### src/rtl/dprintf_2_mux.sv
// -----------------------------------------------------------------------------
// dprintf_2_mux
//
// Two-requester arbiter for the dprintf request bus, placed directly upstream of
// teletext_dprintf. Each requester port owns a one-entry holding register so a
// source is acknowledged promptly even while the downstream formatter is busy.
// The two holding registers are drained round-robin onto a single registered
// valid/ack output towards the formatter, one request at a time.
//
// Parameters
//   PRIORITY_RESET       port preferred first after reset (0 = A, 1 = B)
//
// Ports
//   clk                  clock, all state changes on the rising edge
//   reset_n              synchronous active-low reset
//   req_a__valid         port A request valid, fields held stable until ack_a
//   req_a__address       port A display address (16 bits)
//   req_a__data_0/_1     port A data words (64 bits each)
//   ack_a                port A acknowledge, one-cycle registered pulse
//   req_b__*, ack_b      port B, same semantics as port A
//   dprintf_req__valid   forwarded request valid (registered)
//   dprintf_req__address forwarded address (registered)
//   dprintf_req__data_0  forwarded data word 0 (registered)
//   dprintf_req__data_1  forwarded data word 1 (registered)
//   dprintf_ack          downstream acknowledge from teletext_dprintf
//
// Every output comes straight from a flop; there is no combinational path
// from any input to any output.
// -----------------------------------------------------------------------------
module dprintf_2_mux #(
   parameter logic PRIORITY_RESET = 1'b0
) (
   input  logic        clk,
   input  logic        reset_n,
   input  logic        req_a__valid,
   input  logic [15:0] req_a__address,
   input  logic [63:0] req_a__data_0,
   input  logic [63:0] req_a__data_1,
   output logic        ack_a,
   input  logic        req_b__valid,
   input  logic [15:0] req_b__address,
   input  logic [63:0] req_b__data_0,
   input  logic [63:0] req_b__data_1,
   output logic        ack_b,
   output logic        dprintf_req__valid,
   output logic [15:0] dprintf_req__address,
   output logic [63:0] dprintf_req__data_0,
   output logic [63:0] dprintf_req__data_1,
   input  logic        dprintf_ack
);

   // A request payload is packed as {address, data_0, data_1}.
   localparam int RW = 144;

   typedef enum logic [0:0] {
      ST_IDLE = 1'b0,
      ST_BUSY = 1'b1
   } state_e;

   state_e          state_q, state_d;
   logic            full_a_q, full_a_d;
   logic            full_b_q, full_b_d;
   logic [RW-1:0]   hold_a_q, hold_a_d;
   logic [RW-1:0]   hold_b_q, hold_b_d;
   logic [RW-1:0]   out_q, out_d;
   logic            out_valid_q, out_valid_d;
   logic            ack_a_q, ack_a_d;
   logic            ack_b_q, ack_b_d;
   logic            prio_q, prio_d;   // 0 = A preferred, 1 = B preferred
   logic            srv_q, srv_d;     // port whose request sits in the output regs

   logic            cap_a, cap_b;
   logic            load_a, load_b;
   logic            winner;

   // Capture qualifiers. The !ack term blocks a second capture of a valid that
   // the requester is still holding during its ack cycle.
   assign cap_a = req_a__valid & ~ack_a_q & ~full_a_q;
   assign cap_b = req_b__valid & ~ack_b_q & ~full_b_q;

   // Winner selection: the only full port, or the priority port when both are full.
   always_comb begin
      winner = 1'b0;
      if (full_a_q && full_b_q) begin
         winner = prio_q;
      end else if (full_b_q) begin
         winner = 1'b1;
      end else begin
         winner = 1'b0;
      end
   end

   // Output FSM: load a holding register when idle, wait for the downstream ack when busy.
   always_comb begin
      state_d     = state_q;
      out_d       = out_q;
      out_valid_d = out_valid_q;
      prio_d      = prio_q;
      srv_d       = srv_q;
      load_a      = 1'b0;
      load_b      = 1'b0;
      case (state_q)
         ST_IDLE: begin
            // dprintf_ack is deliberately ignored here.
            if (full_a_q || full_b_q) begin
               out_valid_d = 1'b1;
               srv_d       = winner;
               state_d     = ST_BUSY;
               if (winner) begin
                  out_d  = hold_b_q;
                  load_b = 1'b1;
               end else begin
                  out_d  = hold_a_q;
                  load_a = 1'b1;
               end
            end else begin
               out_valid_d = 1'b0;
            end
         end
         ST_BUSY: begin
            if (dprintf_ack) begin
               // Valid drops for at least this one cycle, giving the gap
               // between consecutive forwarded requests.
               out_valid_d = 1'b0;
               prio_d      = ~srv_q;
               state_d     = ST_IDLE;
            end else begin
               out_valid_d = 1'b1;
            end
         end
         default: begin
            state_d     = ST_IDLE;
            out_valid_d = 1'b0;
         end
      endcase
   end

   // Holding registers and ack pulses. Capture needs !full and load needs full,
   // so the two never hit the same port in one cycle.
   always_comb begin
      hold_a_d = hold_a_q;
      hold_b_d = hold_b_q;
      full_a_d = full_a_q;
      full_b_d = full_b_q;
      ack_a_d  = cap_a;
      ack_b_d  = cap_b;

      if (cap_a) begin
         hold_a_d = {req_a__address, req_a__data_0, req_a__data_1};
         full_a_d = 1'b1;
      end else if (load_a) begin
         full_a_d = 1'b0;
      end else begin
         full_a_d = full_a_q;
      end

      if (cap_b) begin
         hold_b_d = {req_b__address, req_b__data_0, req_b__data_1};
         full_b_d = 1'b1;
      end else if (load_b) begin
         full_b_d = 1'b0;
      end else begin
         full_b_d = full_b_q;
      end
   end

   // State register; reset discards pending and in-flight requests without acking them.
   always_ff @(posedge clk) begin
      if (!reset_n) begin
         state_q     <= ST_IDLE;
         full_a_q    <= 1'b0;
         full_b_q    <= 1'b0;
         hold_a_q    <= {RW{1'b0}};
         hold_b_q    <= {RW{1'b0}};
         out_q       <= {RW{1'b0}};
         out_valid_q <= 1'b0;
         ack_a_q     <= 1'b0;
         ack_b_q     <= 1'b0;
         prio_q      <= PRIORITY_RESET;
         srv_q       <= 1'b0;
      end else begin
         state_q     <= state_d;
         full_a_q    <= full_a_d;
         full_b_q    <= full_b_d;
         hold_a_q    <= hold_a_d;
         hold_b_q    <= hold_b_d;
         out_q       <= out_d;
         out_valid_q <= out_valid_d;
         ack_a_q     <= ack_a_d;
         ack_b_q     <= ack_b_d;
         prio_q      <= prio_d;
         srv_q       <= srv_d;
      end
   end

   assign ack_a                = ack_a_q;
   assign ack_b                = ack_b_q;
   assign dprintf_req__valid   = out_valid_q;
   assign dprintf_req__address = out_q[143:128];
   assign dprintf_req__data_0  = out_q[127:64];
   assign dprintf_req__data_1  = out_q[63:0];

endmodule

### config.mk
export PLATFORM = sky130hd
export DESIGN_NAME = dprintf_2_mux
export DESIGN_NICKNAME = d
export VERILOG_FILES = /design/src/rtl/dprintf_2_mux.sv
export SDC_FILE = /design/constraint.sdc
export NUM_CORES = 1
export LEC_CHECK = 0
export ABC_AREA = 1
export CORE_MARGIN = 2
export CORE_UTILIZATION = 40
export DETAILED_ROUTE_END_ITERATION = 8
export PLACE_DENSITY = 0.71
export SYNTH_ARGS = -nofsm -noshare
export SYNTH_HDL_FRONTEND = slang
export SYNTH_SLANG_ARGS = --single-unit
### constraint.sdc
create_clock -name clk -period 3.3 [get_ports clk]
set_clock_uncertainty 0.1 [all_clocks]
set_input_delay 0.495 -clock clk [delete_from_list [all_inputs] [get_ports clk]]
set_output_delay 0.495 -clock clk [all_outputs]
set_load 0.005 [all_outputs]
After elaboration in Yosys (flattened, before gate mapping)
Index checks and enable logic that the tools add are counted.
Widths: inputs -> output; s select.
{ "word_totals": {"word_cells": 42, "reg_bits": 439} }
{ "op_classes": {"bitwise_logic": 10, "n_reduce_logical": 6, "mux": 16} }
{ "op_table": {"columns": ["operator", "n"], "rows": [
  ["$mux 144", 1],
  ["$mux 1", 14],
  ["$not 1->1", 6],
  ["$and 1x1->1", 4],
  ["$reduce_and 2->1", 2],
  ["$reduce_bool 2->1", 2],
  ["$pmux 1 s2", 1],
  ["$logic_and 1x1->1", 1],
  ["$logic_or 1x1->1", 1]
]} }

Depth between registers and ports, before layout
{ "logic_depth": {"ltp_word": 7, "mapped_depth": 9, "mapped_depth_nobuf": 7} }

Worst setup path before layout
OpenSTA, ideal clock, no wires.
{ "synth_timing": {"path_type": "input-to-reg", "startpoint": "input reset_n", "endpoint": "register out_q[10]", "path_buffers": 2, "cell_stages": 6, "slack_ps": 1843, "arrival_time_ps": 1248, "path_cell_list": "inv_1 -> clkbuf_1 -> clkbuf_1 -> a21oi_1 -> nand2_1 -> inv_1"} }
{ "synth_rtl": {"columns": ["element", "line_no", "source"], "rows": [
  ["start, declared", "34", "input logic reset_n,"],
  ["end signal, assigned", "175", "out_q <= {RW{1'b0}};"],
  ["end signal, assigned", "187", "out_q <= out_d;"],
  ["end, declared", "65", "logic [RW-1:0] out_q, out_d;"]
]} }

Worst setup path in the final report
{ "layout_timing": {"startpoint": "register full_b_q", "endpoint": "register out_q[17]"} }
{ "layout_between": {"elab_chain_cells": 3, "word_cells_on_any_way": 6, "classes_between": "3 x mux; 3 x reduce/logical"} }
{ "layout_rtl": {"columns": ["element", "line_no", "source"], "rows": [
  ["start, declared", "62", "logic full_b_q, full_b_d;"],
  ["start signal, assigned", "184", "full_b_q <= full_b_d;"],
  ["$mux 1 / $logic_and 1x1->1 (equally long branches)", "86, 84", null],
  ["$mux 1", "84", "if (full_a_q && full_b_q) begin"],
  ["$mux 144", "109", "if (winner) begin"]
]} }
Parallel ways exist; a longest one is shown, timed or not.
A chain may end at the register's enable or synchronous reset.

==> results.json <==
{
  "r2r_cells": 6,
  "worstPathCellList": "nor2_1 > nor2_4 > buf_4 > nand3_1 > nand2_1 > inv_1",
  "vias": 17400,
  "drv_slew": 0,
  "drtPass1Iterations": 7,
  "grt_max_degree": 147,
  "fmax_ghz": 0.442,
  "crit_buf_inv": 2,
  "synthTopCellsByCount": "584 x nand2_1, 439 x dfxtp_1, 293 x inv_1",
  "synthCells": 2531,
  "place_congestion": 0.845,
  "track_usage_pct": 24.2,
  "holdPathStages": 1,
  "ir_worst_vdd_mv": 0.435,
  "rsz0062_at_grt": "false",
  "ys_ff_latch": 439,
  "synth_top_area_share_pct": 49.2,
  "dieArea_um2": 46400,
  "slowest_delay_ps": 780,
  "power_uw": 14900,
  "setup_viol": 0,
  "die_h_um": 215,
  "drt-total-wl_um": 58000,
  "portBuffers": 439,
  "async_flop_share_pct": 0,
  "synth_top_cell_by_area": "dfxtp_1",
  "cpLargestDelayFamily": "flip-flops",
  "dp_hpwl_um": 35600,
  "worstHoldStart": "srv_q",
  "cts_resized": 0,
  "slew-limit-headroom_pct": 38.4,
  "start_util_pct": 40.5,
  "p_switching_uw": 4340,
  "grt_pass1_wl_um": 90600,
  "grt_pass1_vias": 16700,
  "seq_area_um2": 8790,
  "max_cap_violations": 0,
  "clkSinkCount": 439,
  "multiInputGateArea_um2": 7020,
  "tns_ps": 0,
  "ioPinCount": 440,
  "overflow": 0,
  "synth_most_common_cell": "nand2_1",
  "leakage_uw": 0.00997,
  "cts_tree": "built",
  "drt-initial-drc-count": 1440,
  "power_frac_seq_pct": 42.4,
  "crit_required_ps": 3660,
  "synth_nets": 2824,
  "synth_flop_cell": "dfxtp_1",
  "worst_skew_pair.late_latency_ps": 570,
  "clockBufferDepth": 3,
  "nFillCells": 4229,
  "p_clk_share_pct": 35.4,
  "drc": 0,
  "p_int_uw": 10600,
  "htree_levels": 2,
  "drtAntennaViolNets": 0,
  "synth_edf_count": 0,
  "postCtsSetupRepairBufs": 0,
  "yosys_warnings": 0,
  "synth_area_per_cell_um2": 7.06,
  "start_kind": "flop",
  "finalCritPeriodShare_pct": 68.5,
  "drive_above_1_share_pct": 3.85,
  "synth_top_cells_by_area": "dfxtp_1 49%, nand2_1 12%, nand3_1 8.1%, a21oi_1 8.1%, inv_1 6.2%",
  "holdBufCountCts": 0,
  "crit_path_top_delay_cell": "dfxtp_4",
  "ys_seq_area_share_pct": 49.2,
  "critPathArrivalTime_ps": 2620,
  "max_slew.worst_pin.slew_ps": 924,
  "pwr-share-comb_pct": 22.2,
  "startpoint": "full_b_q",
  "num_rows": 77,
  "fp.coreArea_um2": 44100,
  "period_minus_slack_ps": 2260,
  "antenna_found_initial": 4,
  "fp.dieW_um": 215,
  "r2r_start": "full_b_q",
  "post_drt_wl_per_cell_um": 16.7,
  "finalHoldViolCount": 0,
  "cp_max_fo": 48,
  "syn-cell-area_um2": 17900,
  "sw_frac_of_total_pct": 29.1,
  "nNetsFinal": 3143,
  "area_delta_synth_final_pct": 33.8,
  "synth_cell_types": 22,
  "clkTransAtPathRegs_ps": 60,
  "end_kind": "flop",
  "outcome": "complete, no violations",
  "path_class": "flop to flop",
  "via_per_inst": 5.01,
  "power_density_nw_per_um2": 624,
  "min_path_type": "flop to flop",
  "cp.depth": 6,
  "cts-root-buf": "clkbuf_16",
  "cts-buffers-inserted": 48
}
state kept, by name (all words and copies together) (netlist names):
name and flops:
hold_b_q 144, hold_a_q 144, dprintf_req__valid 1, out_q 144, ack_a 1, prio_q 1, ack_b 1, full_a_q 1
srv_q 1, full_b_q 1
per-layer routing:
| layer | global-route usage, % | vias up | routed length, um | share of wire [%] |
|---|---|---|---|---|
| met5 | 0 | - | 0 | 0 |
| met4 | 10.7 | 0 | 2420 | 4.2 |
| met3 | 5.00 | 146 | 4070 | 7.0 |
| met2 | 40.2 | 675 | 27700 | 48 |
| met1 | 30.3 | 8055 | 23900 | 41 |
| li1 | - | 8571 | - | - |
final cells by class:
cell class,instances,area share (%)
Sequential cell,439,36.7
Multi-Input combinational cell,1607,29.4
Timing Repair Buffer,458,19.6
Clock buffer,74,6.02
Inverter,296,4.71
Tap cell,592,3.10
Clock inverter,10,0.460
Antenna cell,4,0.0418
power by group through the flow:
stage / Sequential (uW) / Clock [uW] / Combinational [uW]
after floorplan: 6350 / 0 / 1830
after global placement: 6410 / 0 / 3250
after detailed placement: 6440 / 0 / 3300
after CTS: 6330 / 5370 / 3330
after global routing: 6390 / 5590 / 3660
final: 6330 / 5280 / 3320
cell families after synthesis:
| logic type | Yosys count | share of synthesized area [%] |
|---|---|---|
| flip-flops | 439 | 49.2 |
| buffers and inverters | 485 | 11.8 |
| AND/OR/NAND/NOR | 1170 | 26.8 |
| AO/OA/AOI/OAI | 437 | 12.3 |
per-stage QoR:
stage | setup WS [ps] | hold WS (ps) | utilization (%) | cell area [um^2] | instances
floorplan | 1840 | 306 | - | 17900 | 2531
global placement | 930 | 319 | 50.7 | 22400 | 3392
detailed placement | 868 | 336 | 50.7 | 22400 | 3392
CTS | 1070 | 344 | 54.2 | 23900 | 3476
global route | 890 | 369 | 54.2 | 23900 | 3479
finish | 1040 | 339 | 54.2 | 23900 | 3480
cells in the final DEF (no fill, tap or decap), drive strengths merged:
| master | Yosys | final |
|---|---|---|
| nand3b | 1 | 1 |
| nor2 | 294 | 294 |
| clkinvlp | 0 | 1 |
| bufinv | 0 | 2 |
| inv | 296 | 297 |
| nand3 | 290 | 290 |
| a21oi | 289 | 289 |
| a211oi | 1 | 1 |
| o21ai | 147 | 147 |
| buf | 101 | 20 |
| nand2 | 585 | 585 |
| diode | 0 | 4 |
| clkbuf | 88 | 74 |
| clkinv | 0 | 6 |
| clkdlybuf4s50 | 0 | 438 |
| dfxtp | 439 | 439 |
worst paths after layout:
check / to / slack [ps]
worst max-delay path: out_q[17] / 1040
worst min-delay path: prio_q / 340
worst max register to register: out_q[17] / 1040
worst min register to register: prio_q / 340
(Power assumes the default switching activity.)
